===== src/rtl/fir_cplx_pkg.sv =====
// Shared types and helpers for the complex decimating FIR: FSM state, accumulator sizing, output clamp.
package fir_cplx_pkg;

   typedef enum logic [1:0] {
      FILL  = 2'd0,
      MAC   = 2'd1,
      WRITE = 2'd2
   } state_t;

   // Working width of the clamp helper; every accumulator must fit inside it.
   localparam int SAT_W = 128;

   // Two full-width products per tap plus growth over the tap sum: no intermediate truncation.
   function automatic int acc_width(input int data_w, input int coeff_w, input int taps);
      return data_w + coeff_w + $clog2(taps) + 1;
   endfunction

   function automatic logic signed [SAT_W-1:0] sat_trunc(input logic signed [SAT_W-1:0] v,
                                                          input int unsigned dw);
      logic signed [SAT_W-1:0] one;
      logic signed [SAT_W-1:0] hi;
      logic signed [SAT_W-1:0] lo;
      one = SAT_W'(1);
      hi  = (one <<< (dw - 1)) - one;
      lo  = -hi - one;
      if (v > hi) begin
         return hi;
      end
      if (v < lo) begin
         return lo;
      end
      return v;
   endfunction

endpackage


===== src/rtl/cplx_mac.sv =====
// Registered complex multiply-accumulate: acc += h * x with full-precision products and a
// synchronous clear that takes priority over enable.
module cplx_mac
   import fir_cplx_pkg::*;
#(
   parameter int DATA_WIDTH  = 32,
   parameter int COEFF_WIDTH = 32,
   parameter int ACC_WIDTH   = acc_width(32, 32, 20)
) (
   input  logic                          clock,
   input  logic                          reset,
   input  logic                          acc_clr,
   input  logic                          acc_en,
   input  logic signed [DATA_WIDTH-1:0]  x_re,
   input  logic signed [DATA_WIDTH-1:0]  x_im,
   input  logic signed [COEFF_WIDTH-1:0] h_re,
   input  logic signed [COEFF_WIDTH-1:0] h_im,
   output logic signed [ACC_WIDTH-1:0]   acc_re,
   output logic signed [ACC_WIDTH-1:0]   acc_im
);
   localparam int PW = DATA_WIDTH + COEFF_WIDTH;

   logic signed [PW-1:0] p_rr;
   logic signed [PW-1:0] p_ii;
   logic signed [PW-1:0] p_ri;
   logic signed [PW-1:0] p_ir;

   assign p_rr = PW'(x_re) * PW'(h_re);
   assign p_ii = PW'(x_im) * PW'(h_im);
   assign p_ri = PW'(x_im) * PW'(h_re);
   assign p_ir = PW'(x_re) * PW'(h_im);

   always_ff @(posedge clock) begin
      if (reset || acc_clr) begin
         acc_re <= '0;
         acc_im <= '0;
      end else if (acc_en) begin
         acc_re <= acc_re + ACC_WIDTH'(p_rr) - ACC_WIDTH'(p_ii);
         acc_im <= acc_im + ACC_WIDTH'(p_ri) + ACC_WIDTH'(p_ir);
      end
   end

endmodule


===== src/rtl/fir_cplx_decim.sv =====
// Complex-coefficient FIR with integer decimation: I/Q FIFO handshakes, sample ring, FSM, one complex MAC.
// Build option: define FIR_CPLX_SATURATE_EN to clamp results and add the sticky sat_seen output.
//
// state | meaning
// FILL  | pop I/Q pairs into the ring until a decimation group is complete
// MAC   | one tap per cycle for TAP_NUMBER cycles, h[0] against the newest sample
// WRITE | push the rescaled result once both output FIFOs have room
module fir_cplx_decim
   import fir_cplx_pkg::*;
#(
   parameter int DATA_WIDTH  = 32,
   parameter int COEFF_WIDTH = 32,
   parameter int FRAC_BITS   = 10,
   parameter int TAP_NUMBER  = 20,
   parameter int DECIMATION  = 1,
   parameter logic [TAP_NUMBER-1:0][COEFF_WIDTH-1:0] REAL_COEFF = '0,
   parameter logic [TAP_NUMBER-1:0][COEFF_WIDTH-1:0] IMAG_COEFF = '0
) (
   input  logic                  clock,
   input  logic                  reset,
   input  logic [DATA_WIDTH-1:0] i_in,
   input  logic                  i_empty,
   output logic                  i_rd_en,
   input  logic [DATA_WIDTH-1:0] q_in,
   input  logic                  q_empty,
   output logic                  q_rd_en,
   output logic [DATA_WIDTH-1:0] real_out,
   output logic                  real_wr_en,
   input  logic                  real_full,
   output logic [DATA_WIDTH-1:0] imag_out,
   output logic                  imag_wr_en,
   input  logic                  imag_full
`ifdef FIR_CPLX_SATURATE_EN
   ,
   output logic                  sat_seen
`endif
);
   localparam int ACC_WIDTH = acc_width(DATA_WIDTH, COEFF_WIDTH, TAP_NUMBER);
   localparam int PTR_W     = $clog2(TAP_NUMBER);
   localparam int CNT_W     = $clog2(TAP_NUMBER + 1);
   localparam logic [PTR_W-1:0] PTR_LAST = PTR_W'(TAP_NUMBER - 1);
   localparam logic [CNT_W-1:0] CNT_LAST = CNT_W'(DECIMATION - 1);

   state_t state_q;
   state_t state_d;

   logic [PTR_W-1:0] wp;
   logic [PTR_W-1:0] k;
   logic [PTR_W-1:0] rd_idx;
   logic [CNT_W-1:0] cnt;

   logic pop;
   logic push;
   logic acc_clr;
   logic acc_en;

   logic signed [DATA_WIDTH-1:0]  smp_re [TAP_NUMBER];
   logic signed [DATA_WIDTH-1:0]  smp_im [TAP_NUMBER];
   logic signed [DATA_WIDTH-1:0]  x_re;
   logic signed [DATA_WIDTH-1:0]  x_im;
   logic signed [COEFF_WIDTH-1:0] tap_re;
   logic signed [COEFF_WIDTH-1:0] tap_im;
   logic signed [ACC_WIDTH-1:0]   acc_re;
   logic signed [ACC_WIDTH-1:0]   acc_im;
   logic [DATA_WIDTH-1:0]         res_re;
   logic [DATA_WIDTH-1:0]         res_im;

   always_ff @(posedge clock) begin
      if (reset) begin
         state_q <= FILL;
      end else begin
         state_q <= state_d;
      end
   end

   always_comb begin
      state_d = state_q;
      pop     = 1'b0;
      push    = 1'b0;
      acc_clr = 1'b0;
      acc_en  = 1'b0;
      case (state_q)
         FILL: begin
            if (!i_empty && !q_empty) begin
               pop = 1'b1;
               if (cnt == CNT_LAST) begin
                  acc_clr = 1'b1;
                  state_d = MAC;
               end
            end
         end
         MAC: begin
            acc_en = 1'b1;
            if (k == PTR_LAST) begin
               state_d = WRITE;
            end
         end
         WRITE: begin
            if (!real_full && !imag_full) begin
               push    = 1'b1;
               state_d = FILL;
            end
         end
         default: state_d = FILL;
      endcase
   end

   always_ff @(posedge clock) begin
      if (reset) begin
         wp  <= '0;
         cnt <= '0;
         k   <= '0;
      end else begin
         if (pop) begin
            wp <= (wp == PTR_LAST) ? '0 : wp + 1'b1;
            if (cnt != CNT_LAST) begin
               cnt <= cnt + 1'b1;
            end
         end
         if (push) begin
            cnt <= '0;
         end
         if (acc_clr) begin
            k <= '0;
         end else if (acc_en) begin
            k <= (k == PTR_LAST) ? '0 : k + 1'b1;
         end
      end
   end

   // Cleared on reset so history from before the reset contributes zeros.
   always_ff @(posedge clock) begin
      if (reset) begin
         for (int i = 0; i < TAP_NUMBER; i++) begin
            smp_re[i] <= '0;
            smp_im[i] <= '0;
         end
      end else if (pop) begin
         smp_re[wp] <= i_in;
         smp_im[wp] <= q_in;
      end
   end

   // wp already points past the newest sample, so tap k reads (wp - 1 - k) mod TAP_NUMBER.
   always_comb begin
      int idx;
      idx = int'(wp) - 1 - int'(k);
      if (idx < 0) begin
         idx = idx + TAP_NUMBER;
      end
      rd_idx = PTR_W'(idx);
   end

   assign x_re   = smp_re[rd_idx];
   assign x_im   = smp_im[rd_idx];
   assign tap_re = REAL_COEFF[k];
   assign tap_im = IMAG_COEFF[k];

   cplx_mac #(
      .DATA_WIDTH  (DATA_WIDTH),
      .COEFF_WIDTH (COEFF_WIDTH),
      .ACC_WIDTH   (ACC_WIDTH)
   ) u_mac (
      .clock   (clock),
      .reset   (reset),
      .acc_clr (acc_clr),
      .acc_en  (acc_en),
      .x_re    (x_re),
      .x_im    (x_im),
      .h_re    (tap_re),
      .h_im    (tap_im),
      .acc_re  (acc_re),
      .acc_im  (acc_im)
   );

`ifdef FIR_CPLX_SATURATE_EN
   logic signed [SAT_W-1:0] wide_re;
   logic signed [SAT_W-1:0] wide_im;
   logic signed [SAT_W-1:0] clip_re;
   logic signed [SAT_W-1:0] clip_im;
   logic                    sat_now;

   always_comb begin
      wide_re = SAT_W'(acc_re >>> FRAC_BITS);
      wide_im = SAT_W'(acc_im >>> FRAC_BITS);
      clip_re = sat_trunc(wide_re, DATA_WIDTH);
      clip_im = sat_trunc(wide_im, DATA_WIDTH);
      res_re  = DATA_WIDTH'(clip_re);
      res_im  = DATA_WIDTH'(clip_im);
      sat_now = (clip_re != wide_re) || (clip_im != wide_im);
   end

   always_ff @(posedge clock) begin
      if (reset) begin
         sat_seen <= 1'b0;
      end else if (push && sat_now) begin
         sat_seen <= 1'b1;
      end
   end
`else
   assign res_re = DATA_WIDTH'(acc_re >>> FRAC_BITS);
   assign res_im = DATA_WIDTH'(acc_im >>> FRAC_BITS);
`endif

   // Strobes and data are forced idle while reset is held, even before the first reset edge.
   assign i_rd_en    = pop && !reset;
   assign q_rd_en    = pop && !reset;
   assign real_wr_en = push && !reset;
   assign imag_wr_en = push && !reset;
   assign real_out   = (push && !reset) ? res_re : '0;
   assign imag_out   = (push && !reset) ? res_im : '0;

endmodule

===== config.mk =====
export PLATFORM = sky130hd
export DESIGN_NAME = fir_cplx_decim
export DESIGN_NICKNAME = d
export VERILOG_FILES = /design/src/rtl/fir_cplx_pkg.sv /design/src/rtl/cplx_mac.sv /design/src/rtl/fir_cplx_decim.sv
export SDC_FILE = /design/constraint.sdc
export NUM_CORES = 1
export LEC_CHECK = 0
export ABC_AREA = 1
export BUFFER_PORTS_ARGS = -buffer_cell sky130_fd_sc_hd__buf_2
export CAP_MARGIN = 20
export CORE_UTILIZATION = 50
export DETAILED_ROUTE_END_ITERATION = 10
export HOLD_SLACK_MARGIN = 0.03
export PLACE_DENSITY = 0.76
export SYNTH_ARGS = -nofsm -noshare
export SYNTH_HDL_FRONTEND = slang
export SYNTH_SLANG_ARGS = --single-unit
export TNS_END_PERCENT = 1

===== constraint.sdc =====
create_clock -name clock -period 1.9 [get_ports clock]
set_input_delay 0.285 -clock clock [delete_from_list [all_inputs] [get_ports clock]]
set_output_delay 0.285 -clock clock [all_outputs]
set_load 0.03 [all_outputs]

* Word level (Yosys, flattened, before mapping) *
Memory sizes are Yosys's and may differ from the RTL's. A register that Yosys moved wholly into a read port is not among the register bits.
Index checks and enable logic that the tools add are counted.

word-level totals
  bits in registers = 157
  bits in writable memories = 1,280
  memory bits (read-only) = 1,024
  input bits = 70
  output and inout port bits = 68
  word-level logic and storage cells = 82
  memories kept = 3

memory list
  name              words  width  rd ports  clocked after memory_dff  wr ports  line                   source
  (name not given)  32     32     1         1                         0         fir_cplx_decim.sv:157  assign tap_im = IMAG_COEFF[k];
  smp_im            20     32     1         0                         20        fir_cplx_decim.sv:58   logic signed [DATA_WIDTH-1:0] smp_im [TAP_NUMBER];
  smp_re            20     32     1         0                         20        fir_cplx_decim.sv:57   logic signed [DATA_WIDTH-1:0] smp_re [TAP_NUMBER];

operators by class
  add/subtract/negate cells = 10
  multipliers = 2
  order comparisons = 2
  equality and inequality tests = 8
  muxes and demuxes = 32
  reduce and logical (&&, ||, !) cells = 19

operator list
  kind                 number
  $add 70x64->70       3
  $mux 32              5
  $mul 32x32->64       2
  $sub 70x64->70       1
  $reduce_or 32->1     2
  $mux 5               7
  $add 5x1->5 const B  3
  $mux 1               15
  $eq 5x5->1 const B   2
  $mux 2               4
  $ne 2x2->1 const B   4
  $lt 7x1->1 const B   1
  $sub 6x6->7          1
  $lt 5x6->1 const B   1
  $pmux 2 s3           1
  $sub 5x1->6 const B  1
  $add 5x5->5 const B  1
  $logic_not 1->1      5
  $logic_not 5->1      1
  $reduce_bool 5->1    1
  $logic_and 1x1->1    4
  $reduce_and 4->1     1
  $reduce_or 2->1      2
  $eq 2x1->1 const B   1
  4 further kinds      4

* Logic depth before layout (Yosys ltp) *
Gate-level depths: netlist of the first run.

  depth in word-level cells = 9
  depth in mapped cells = 16
  mapped depth without buffers = 16

* Hierarchy *
A second synthesis of the first run with hierarchy kept.

unflattened totals
  cells, all modules = 28,913
  area, all modules = 259,720.3 µm²

by module, submodules not included
  module          times used  cells each  area each (µm²)  seq. area each (µm²)
  cplx_mac        1           20,486      169,177.3        2,802.7
  fir_cplx_decim  1           8,427       90,543.1         61,839.3

* Worst setup path before layout of the first run *
Ideal clock, no wire load.

  kind = register to output
  start = register state_q[1]
  end = output port real_out[0]
  data arrival time = 1.840 ns
  data required time = 1.615 ns
  setup slack = -0.225 ns
  stages on the path, launching flop included = 8
  path buffers = 1
  cells stage by stage = dfxtp_1 -> inv_1 -> nor2_1 -> nand2_1 -> nor2_1 -> inv_1 -> clkbuf_1 -> nor2_1

between the ends
  word-level cells in the longest chain between the ends = 4

RTL lines
  item                      line                   source
  start: declaration        fir_cplx_decim.sv:44   state_t state_q;
  start signal: assignment  fir_cplx_decim.sv:72   state_q <= state_d;
  $eq 2x2->1                fir_cplx_decim.sv:82   case (state_q)
  $mux 1                    fir_cplx_decim.sv:82
  $logic_and 1x1->1         --
  net imag_wr_en            fir_cplx_decim.sv:31   output logic imag_wr_en,
  $mux 32                   fir_cplx_decim.sv:210  assign real_out = (push && !reset) ? res_re : '0;
  end: declaration          fir_cplx_decim.sv:27   output logic [DATA_WIDTH-1:0] real_out,

The timed path passes the listed nets, and every way through them passes these cells.

* Worst setup path in the final report of the first run *
  start = register u_mac.acc_re[5]
  end = register u_mac.acc_re[14]

between the ends
  word-level cells in the longest chain between the ends = 2

RTL lines
  item                      line            source
  start: declaration        cplx_mac.sv:18  output logic signed [ACC_WIDTH-1:0] acc_re,
  start signal: assignment  cplx_mac.sv:38  acc_re <= acc_re + ACC_WIDTH'(p_rr) - ACC_WIDTH'(p_ii);
  $add 70x64->70            cplx_mac.sv:38
  $sub 70x64->70            cplx_mac.sv:38

No other way between the ends.
A chain may end at the register's enable or synchronous reset.

==> qor.yml, run 1 <==
drc_errors: 0
mostFrequentLayoutCells: "nand2_1 (196), inv_1 (184), buf_4 (107)"
fillCellCount: 811
grt_util_met2_pct: 42.2
num_rows: 37
crit_start: "u_mac.acc_re[5]"
rr_startpoint: "u_mac.acc_re[5]"
max_freq_ghz: 0.513
synth_compound_area_share_pct: 11.8
max-vdd-ir-drop_uv: 439
ff2ff_setup_slack_ns: -0.05
crit_path_top_delay_cell: "dfxtp_4"
die_h_um: 107
met1_usage_pct: 33.1
hold_class: "input port to flop"
yosysWarnings: 0
final_antenna_net_count: 0
grt_use_met3_pct: 3.25
syn_area_sq_um: 5460
crit_chain: "inv_1, ha_4, nand2_1, nand2_2, inv_1, nand2_2, nand2_1, nand2_1, a21oi_1, xnor2_1, o21ai_1, inv_1"
vias_per_cell: 5.17
layout_commonest_cell: "nand2_1"
io_buffer_count: 41
synth-simple-area-share_pct: 35.9
cp_num_buf_inv: 3
fin_nets: 1188
final_layout_size_suffix_gt1_share_pct: 35.5
violations: "setup timing"
p_leak_nw: 3.96
outcome: "complete, but fails checks"
h-tree-depth: 2
areaGrowthSynthToFinish_pct: 37.8
fin_ws_ns: -0.0483
grt_pass1_vias: 5248
grt_busiest_layer: "met2"
initial_utilization_pct: 52.2
ioPinCount: 138
cts_buffers: 5
ctsHoldBuffers: 0
routedWlPerCell_um: 13.8
report.final.setup_viol: 8
synth-xor-area-share_pct: 3.69
clkTransAtPathRegs_ns: 0.11
grt-ovfl-total: 0
cap_violations: 0
dieWidth_um: 107
first_iter_violations: 435
fin_crit_ns: 1.95
clock-sinks: 51
hp-start: "reset"
synth_seq_cells: 51
dp_hpwl_um: 10900
syn_inst: 960
clock_latency_ns: 0.32
synth_top_family_by_area: "simple AND/OR/NAND/NOR gates"
ys_seq_area_share_pct: 18.7
dr.pass1.iters: 5
cp_max_fo: 6
hold_viol_final: 0
rsz0062_at_grt: "yes"
grtUsageTotal_pct: 25.1
ys_types: 35
required_ns: 2.12
worstSetupEndpointType: "flop"
cpPeakStageDelay_ns: 0.38
antenna_found_initial: 0
crit_type: "flop to flop"
muxShareOfSynthArea_pct: 0
insertedDiodeCount: 0
timing.final.crit_share_pct: 103
synth_flop_cell: "dfxtp_1"
syn_avg_cell_area_sq_um: 5.69
grt_pass1_wl_um: 23300
fin_skew_ns: 0.0126
postRouteWirelength_um: 16700
powerDensity_nw_per_um2: 896
fp.coreArea_sq_um: 10500
slew_viol_final: 0
clk_path_buf_depth: 2
place_congestion: 0.954
critPathLaunchType: "flop"
vias: 6274
crit_family: "compound AO/OA/AOI/OAI gates"
worstPathArrival_ns: 2.17
grt_max_degree: 37
die_area_sq_um: 11300
synth_edf_count: 0
async_flop_share_pct: 0
dp_slack_ns: -0.133
hold_ws_ns: 0.244
synth_fa_ha_area_share_pct: 9.76
cts_tree: "built"
cts-root-buf: "clkbuf_8"
==> final cells by class <==
type	instances	area, sq um	area share, %
Clock inverter	3	26.3	0.349
Multi-Input combinational cell	684	4430	58.8
Clock buffer	5	68.8	0.914
Tap cell	136	170	2.26
Sequential cell	51	1070	14.2
Timing Repair Buffer	127	985	13.1
Inverter	207	779	10.4
==> registers in the layout (all words and copies together) (netlist names) <==
signal	cells
k	5
state_q	2
u_mac.acc_re	39
cnt	5
==> routing by layer <==
| layer | share of wire (%) | vias to the layer above |
|---|---|---|
| met5 | 0 | - |
| met4 | 3.3 | 0 |
| met3 | 6.8 | 55 |
| met2 | 48 | 299 |
| met1 | 42 | 2827 |
| li1 | - | 3093 |
==> power breakdown <==
group	switching [mW]	total (mW)	internal, mW
logic	2.95	4.81	1.86
clock network	0.444	0.717	0.273
registers	0.0704	1.22	1.15
total	3.47	6.74	3.28
==> logic make-up (layout without fill, tap and decap cells) <==
kind of cell / after synthesis / after routing
buf+inv: 256 / 342
compound gates: 124 / 124
xor+xnor: 23 / 23
other cells: 1 / 32
simple gates: 463 / 463
flops: 51 / 51
fa+ha+maj: 42 / 42
==> through the flow <==
| step | cell area [sq um] | utilization [%] | power (mW) | instances | setup TNS [ns] |
|---|---|---|---|---|---|
| 6_report | 7530 | 71.9 | 6.74 | 1213 | -0.189 |
| 5_1_grt | 7530 | 71.9 | 7.20 | 1213 | -3.22 |
| 4_1_cts | 6520 | 62.3 | 5.60 | 1197 | -0.406 |
| 3_5_place_dp | 6150 | 58.8 | 4.74 | 1188 | -0.897 |
| 3_3_place_gp | 6150 | 58.8 | 4.70 | 1188 | -0.322 |
| 2_1_floorplan | 5580 | - | 3.76 | 991 | -0.889 |
==> worst paths after layout <==
kind,endpoint,cells after the start
setup / recovery,u_mac.acc_re[14],12
hold / removal,state_q[1],2
setup reg to reg,u_mac.acc_re[14],12
hold reg to reg,k[1],2
==> Yosys cell counts (9+ instances only) <==
| cell | number | area [sq um] |
|---|---|---|
| a21oi_1 | 72 | 360 |
| buf_4 | 35 | 263 |
| clkbuf_1 | 9 | 33.8 |
| dfxtp_1 | 51 | 1020 |
| ha_1 | 41 | 513 |
| inv_1 | 204 | 766 |
| nand2_1 | 247 | 927 |
| nand2_2 | 16 | 100 |
| nand3_1 | 46 | 230 |
| nor2_1 | 119 | 447 |
| o21ai_0 | 42 | 210 |
| xor2_1 | 20 | 175 |
==> repair_timing <==
item | in CTS | in global routing
gates resized for setup | 67 | 248
endpoints found under the setup margin | 55 | 61
pin swaps | 7 | 60
cloned | 0 | 1
buffers inserted | 1 | 15
(Power assumes the default switching activity.)
==> inputs of run 2 (changes only) <==
PLACE_DENSITY = 0.81   (was 0.76)
==> qor.yml, run 2 (synthesis results as in run 1) <==
slew_viol_final: 0  # unchanged
crit_chain: "inv_1, ha_4, nand2_4, inv_1, nand2_1, nand2_1, a21oi_1, nand3_4, nand2_2, nand2_1, nand2_1, nand3_1, nand2_1, inv_1"  # was inv_1, ha_4, nand2_1, nand2_2, inv_1, nand2_2, nand2_1, nand2_1, a21oi_1, xnor2_1, o21ai_1, inv_1
max_freq_ghz: 0.490  # was 0.513 GHz
grt_busiest_layer: "met2"  # unchanged
insertedDiodeCount: 0  # unchanged
place_congestion: 0.943  # was 0.954
cpMostUsedCell: "nand2_1"
reg_top3: "u_mac.acc_re x39, cnt x5, k x5"  # unchanged
fin_skew_ns: 0.0154  # was 0.0126 ns
clkTransAtPathRegs_ns: 0.12  # was 0.11 ns
io_buffer_count: 41  # unchanged
die_area_sq_um: 11300  # unchanged
dp_hpwl_um: 10400  # was 10,900 um
clock_latency_ns: 0.33  # was 0.32 ns
cpPeakStageDelay_ns: 0.38  # about the same
cp_max_fo: 5  # was 6
grt_use_met3_pct: 2.88  # was 3.25%
mostFrequentLayoutCells: "nand2_1 (199), inv_1 (184), buf_4 (105)"  # was nand2_1 (196), inv_1 (184), buf_4 (107)
fin_crit_ns: 2.04  # was 1.95 ns
dieWidth_um: 107  # unchanged
first_iter_violations: 460  # was 435
postRouteWirelength_um: 16500  # was 16,700 um
grt_util_met2_pct: 42.2  # about the same
cap_violations: 0  # unchanged
antenna_found_initial: 0  # unchanged
grt-ovfl-total: 0  # unchanged
cts_buffers: 5  # unchanged
hold_viol_final: 0  # unchanged
initial_utilization_pct: 52.2  # unchanged
layout_commonest_cell: "nand2_1"  # unchanged
largest_register_ffs: 39  # unchanged
p_leak_nw: 3.94  # was 3.96 nW
num_rows: 37  # unchanged
met1_usage_pct: 31.5  # was 33.1%
hold_class: "input port to flop"  # unchanged
cts-root-buf: "clkbuf_8"  # unchanged
dp.cells: 1182  # was 1,188
areaGrowthSynthToFinish_pct: 36.2  # was 37.8%
max-vdd-ir-drop_uv: 398  # was 439 uV
grt_pass1_wl_um: 22500  # was 23,300 um
fin_nets: 1184  # was 1,188
dp_slack_ns: -0.0503  # was -0.133 ns
fp.coreArea_sq_um: 10500  # unchanged
top_register: "u_mac.acc_re"  # unchanged
ioPinCount: 138  # unchanged
stdcell_count: 1209  # was 1,213
final_layout_size_suffix_gt1_share_pct: 33.9  # was 35.5%
dr.pass1.iters: 8  # was 5
timing.final.crit_share_pct: 107  # was 103%
vias_per_cell: 5.20  # was 5.17
rsz0062_at_grt: "yes"  # unchanged
grt_max_degree: 37  # unchanged
outcome: "complete, but fails checks"  # unchanged
crit_path_top_delay_cell: "dfxtp_2"  # was dfxtp_4
critPathLaunchType: "flop"  # unchanged
worstPathArrival_ns: 2.29  # was 2.17 ns
worstSetupEndpointType: "flop"  # unchanged
die_h_um: 107  # unchanged
powerDensity_nw_per_um2: 921  # was 896 nW/um^2
routedWlPerCell_um: 13.7  # was 13.8 um
clock-sinks: 51  # unchanged
crit_type: "flop to flop"  # unchanged
cts_tree: "built"  # unchanged
final_antenna_net_count: 0  # unchanged
violations: "DRC, setup timing"  # was setup timing
grtUsageTotal_pct: 24.2  # was 25.1%
required_ns: 2.15  # was 2.12 ns
fin_ws_ns: -0.142  # was -0.0483 ns
report.final.setup_viol: 17  # was 8
vias: 6281  # was 6,274
h-tree-depth: 2  # unchanged
clk_path_buf_depth: 2  # unchanged
drc_errors: 1  # was 0
grt_pass1_vias: 5189  # was 5,248
==> run 2: final timing paths <==
kind               startpoint          endpoint  slack [ns]  depth (start not counted)
min                     reset        state_q[1]        0.21                          2
max          u_mac.acc_re[14]  u_mac.acc_re[27]       -0.14                         14
max reg2reg  u_mac.acc_re[14]  u_mac.acc_re[27]       -0.14                         14
min reg2reg            cnt[0]            cnt[0]        0.50                          2
==> run 2: repair_timing <==
item	CTS	global route
hold endpoints to repair	0	0
resized for setup	61	220
endpoints found under the setup margin	50	63
hold buffers	0	0
pin swaps	8	48
buffers inserted	2	17
==> run 2: metrics by stage <==
| step | utilization, % | TNS, ns | cell area, sq um | hold slack (ns) | power [mW] |
|---|---|---|---|---|---|
| after floorplan | - | -0.889 | 5580 | 0.354 | 3.76 |
| after global placement | 58.5 | -0.108 | 6120 | 0.464 | 4.62 |
| after detailed placement | 58.5 | -0.338 | 6120 | 0.485 | 4.65 |
| after CTS | 62.5 | -0.0827 | 6540 | 0.189 | 5.75 |
| after global routing | 71.1 | -3.36 | 7440 | 0.240 | 7.27 |
| final | 71.1 | -1.22 | 7440 | 0.214 | 6.85 |
==> run 2: layout make-up <==
cell class | instances | area [sq um]
Clock buffer | 5 | 68.8
Clock inverter | 3 | 67.6
Fill cell | 813 | 3020
Inverter | 207 | 777
Multi-Input combinational cell | 684 | 4380
Sequential cell | 51 | 1070
Tap cell | 136 | 170
Timing Repair Buffer | 123 | 908
==> run 2: layer usage <==
metal,share of wire (%),vias to the layer above
met5,0,-
met4,3.7,0
met3,6.2,64
met2,48,290
met1,42,2839
li1,-,3088
==> run 2: power breakdown <==
part	switching, mW	internal [mW]
sequential	0.0700	1.15
combinational	2.89	1.79
clock	0.432	0.526
total	3.39	3.46
==> run 2: critical path: cells and delay by family, from the launching register on <==
kind	cells	cell delay, ns
buffers and inverters	3	0.20
flip-flops	1	0.38
AND/OR/NAND/NOR	9	0.86
adder cells (fa/ha/maj)	1	0.26
AO/OA/AOI/OAI	1	0.26
==> inputs of run 3 (changes only) <==
BUFFER_PORTS_ARGS = default   (was -buffer_cell sky130_fd_sc_hd__buf_2)
DONT_BUFFER_PORTS = 1   (was default)
PLACE_DENSITY = 0.7   (was 0.81)
==> qor.yml, run 3 (synthesis results as in run 1) <==
fin_nets: 1179  # was 1,184
cp_max_fo: 4  # was 5
critPathCapture: "u_mac.acc_re[39]"  # was u_mac.acc_re[27]
grtUsageTotal_pct: 24.8  # was 24.2%
ff2ff_setup_slack_ns: -0.02  # was -0.14 ns
vias: 5956  # was 6,281
powerDensity_nw_per_um2: 877  # was 921 nW/um^2
clkTransAtPathRegs_ns: 0.11  # was 0.12 ns
num_rows: 37  # unchanged
p_sw_mw: 3.30  # was 3.39 mW
cts_tree: "built"  # unchanged
mostFrequentLayoutCells: "nand2_1 (199), inv_1 (189), buf_4 (107)"  # was nand2_1 (199), inv_1 (184), buf_4 (105)
grt_max_degree: 34  # was 37
max_freq_ghz: 0.520  # was 0.490 GHz
first_iter_violations: 293  # was 460
outcome: "complete, but fails checks"  # unchanged
vias_per_cell: 4.95  # was 5.20
dp_slack_ns: -0.109  # was -0.0503 ns
layout_commonest_cell: "nand2_1"  # unchanged
reg_top3: "u_mac.acc_re x39, cnt x5, k x5"  # unchanged
rsz0062_at_grt: "yes"  # unchanged
initial_utilization_pct: 52.2  # unchanged
cap_violations: 0  # unchanged
clock_latency_ns: 0.32  # was 0.33 ns
insertedDiodeCount: 0  # unchanged
h-tree-depth: 2  # unchanged
clock-sinks: 51  # unchanged
cpPeakStageDelay_ns: 0.34  # was 0.38 ns
largest_register_ffs: 39  # unchanged
total_power_mw: 6.52  # was 6.85 mW
clkPwrFrac_pct: 10.8  # was 14.0%
design_area_sq_um: 7430  # was 7440 sq um
crit_path_top_delay_cell: "dfxtp_2"  # unchanged
die_area_sq_um: 11300  # unchanged
setup_tns_ns: -0.0275  # was -1.22 ns
dieWidth_um: 107  # unchanged
fillCellCount: 853  # was 813
fp.coreArea_sq_um: 10500  # unchanged
rr_startpoint: "u_mac.acc_re[12]"  # was u_mac.acc_re[14]
place_congestion: 0.987  # was 0.943
worstSetupEndpointType: "flop"  # unchanged
postRouteWirelength_um: 15200  # was 16,500 um
final_antenna_net_count: 0  # unchanged
fin_skew_ns: 0.00956  # was 0.0154 ns
final_layout_size_suffix_gt1_share_pct: 33.7  # was 33.9%
grt-ovfl-total: 0  # unchanged
seq_power_share_pct: 18.6  # was 17.8%
reg2regPathDepth: 12  # was 14
worstPathArrival_ns: 2.16  # was 2.29 ns
dp_hpwl_um: 10500  # was 10,400 um
crit_start: "u_mac.acc_re[12]"  # was u_mac.acc_re[14]
r2r-end: "u_mac.acc_re[39]"  # was u_mac.acc_re[27]
clk_path_buf_depth: 2  # unchanged
crit_type: "flop to flop"  # unchanged
slew_viol_final: 0  # unchanged
required_ns: 2.14  # was 2.15 ns
max-vdd-ir-drop_uv: 474  # was 398 uV
antenna_found_initial: 0  # unchanged
pwr-share-comb_pct: 70.6  # was 68.2%
die_h_um: 107  # unchanged
cts_buffers: 5  # unchanged
critPathLaunchType: "flop"  # unchanged
drc_errors: 0  # was 1
grt_pass1_wl_um: 23100  # was 22,500 um
ioPinCount: 138  # unchanged
io_buffer_count: 0  # was 41
dr.pass1.iters: 6  # was 8
timing.final.crit_share_pct: 101  # was 107%
sw_frac_of_total_pct: 50.6  # was 49.5%
hold_ws_ns: 0.136  # was 0.214 ns
grt_pass1_vias: 5164  # was 5,189
hold_viol_final: 0  # unchanged
cts-root-buf: "clkbuf_8"  # unchanged
violations: "setup timing"  # was DRC, setup timing
placed_cell_area_sq_um: 6170  # was 6120 sq um
report.final.setup_viol: 3  # was 17
crit_chain: "buf_4, ha_4, nand2_4, nor2_2, nand2_1, nand3b_1, nand3_4, nand2_2, nand3_1, nand3_1, nand2_1, inv_1"  # was inv_1, ha_4, nand2_4, inv_1, nand2_1, nand2_1, a21oi_1, nand3_4, nand2_2, nand2_1, nand2_1, nand3_1, nand2_1, inv_1
fin_crit_ns: 1.92  # was 2.04 ns
hold_class: "input port to flop"  # unchanged
p_leak_nw: 3.91  # was 3.94 nW
hold_depth: 3  # was 2
p_int_mw: 3.22  # was 3.46 mW
areaGrowthSynthToFinish_pct: 36.0  # was 36.2%
fin_ws_ns: -0.0228  # was -0.142 ns
top_register: "u_mac.acc_re"  # unchanged
routedWlPerCell_um: 12.6  # was 13.7 um
[run 3: worst min path at each step]
| stage | slack, ns | startpoint | to |
|---|---|---|---|
| floorplan | 0.35 | reset | state_q[1] |
| global placement | 0.36 | reset | state_q[1] |
| detailed placement | 0.36 | reset | state_q[1] |
| CTS | 0.13 | reset | cnt[2] |
| global route | 0.15 | reset | cnt[2] |
| finish | 0.14 | reset | cnt[2] |
[run 3: worst max-delay path: cells and delay by family (launching register included)]
kind,cells,cell delay (ns)
flops,1,0.34
simple gates,9,1.04
fa+ha+maj,1,0.30
buf+inv,2,0.16
[run 3: power groups by stage]
stage	combinational (mW)	sequential, mW	clock [mW]
6_report	4.60	1.22	0.702
5_1_grt	5.03	1.22	0.760
4_1_cts	3.72	1.20	0.732
3_5_place_dp	3.48	1.21	0
3_3_place_gp	3.46	1.20	0
2_1_floorplan	2.57	1.20	0
[run 3: repair_timing]
| action | CTS | global route |
|---|---|---|
| cloned | 0 | 0 |
| pin swaps | 11 | 53 |
| setup endpoints to repair | 57 | 66 |
| buffers inserted | 3 | 17 |
| hold buffers | 1 | 0 |
| gates resized for setup | 57 | 197 |
| endpoints found under the hold margin | 2 | 0 |
[run 3: cell type report]
type / count / area (sq um) / area share (%)
Multi-Input combinational cell: 684 / 4370 / 58.8
Sequential cell: 51 / 1070 / 14.4
Timing Repair Buffer: 118 / 943 / 12.7
Inverter: 207 / 779 / 10.5
Tap cell: 136 / 170 / 2.29
Clock buffer: 5 / 68.8 / 0.926
Clock inverter: 3 / 27.5 / 0.370
[run 3: stage by stage]
step                      util [%]  std cells
after floorplan                  -        991
after global placement        59.0       1175
after detailed placement      59.0       1175
after CTS                     63.1       1187
after global routing          71.0       1204
final                         71.0       1204
[run 3: routing by layer]
layer	vias to the layer above	global-route usage [%]	part of all wire [%]
li1	3079	-	-
met1	2658	32.3	44
met2	185	42.7	48
met3	34	3.13	5.5
met4	0	7.44	2.7
met5	-	0	0
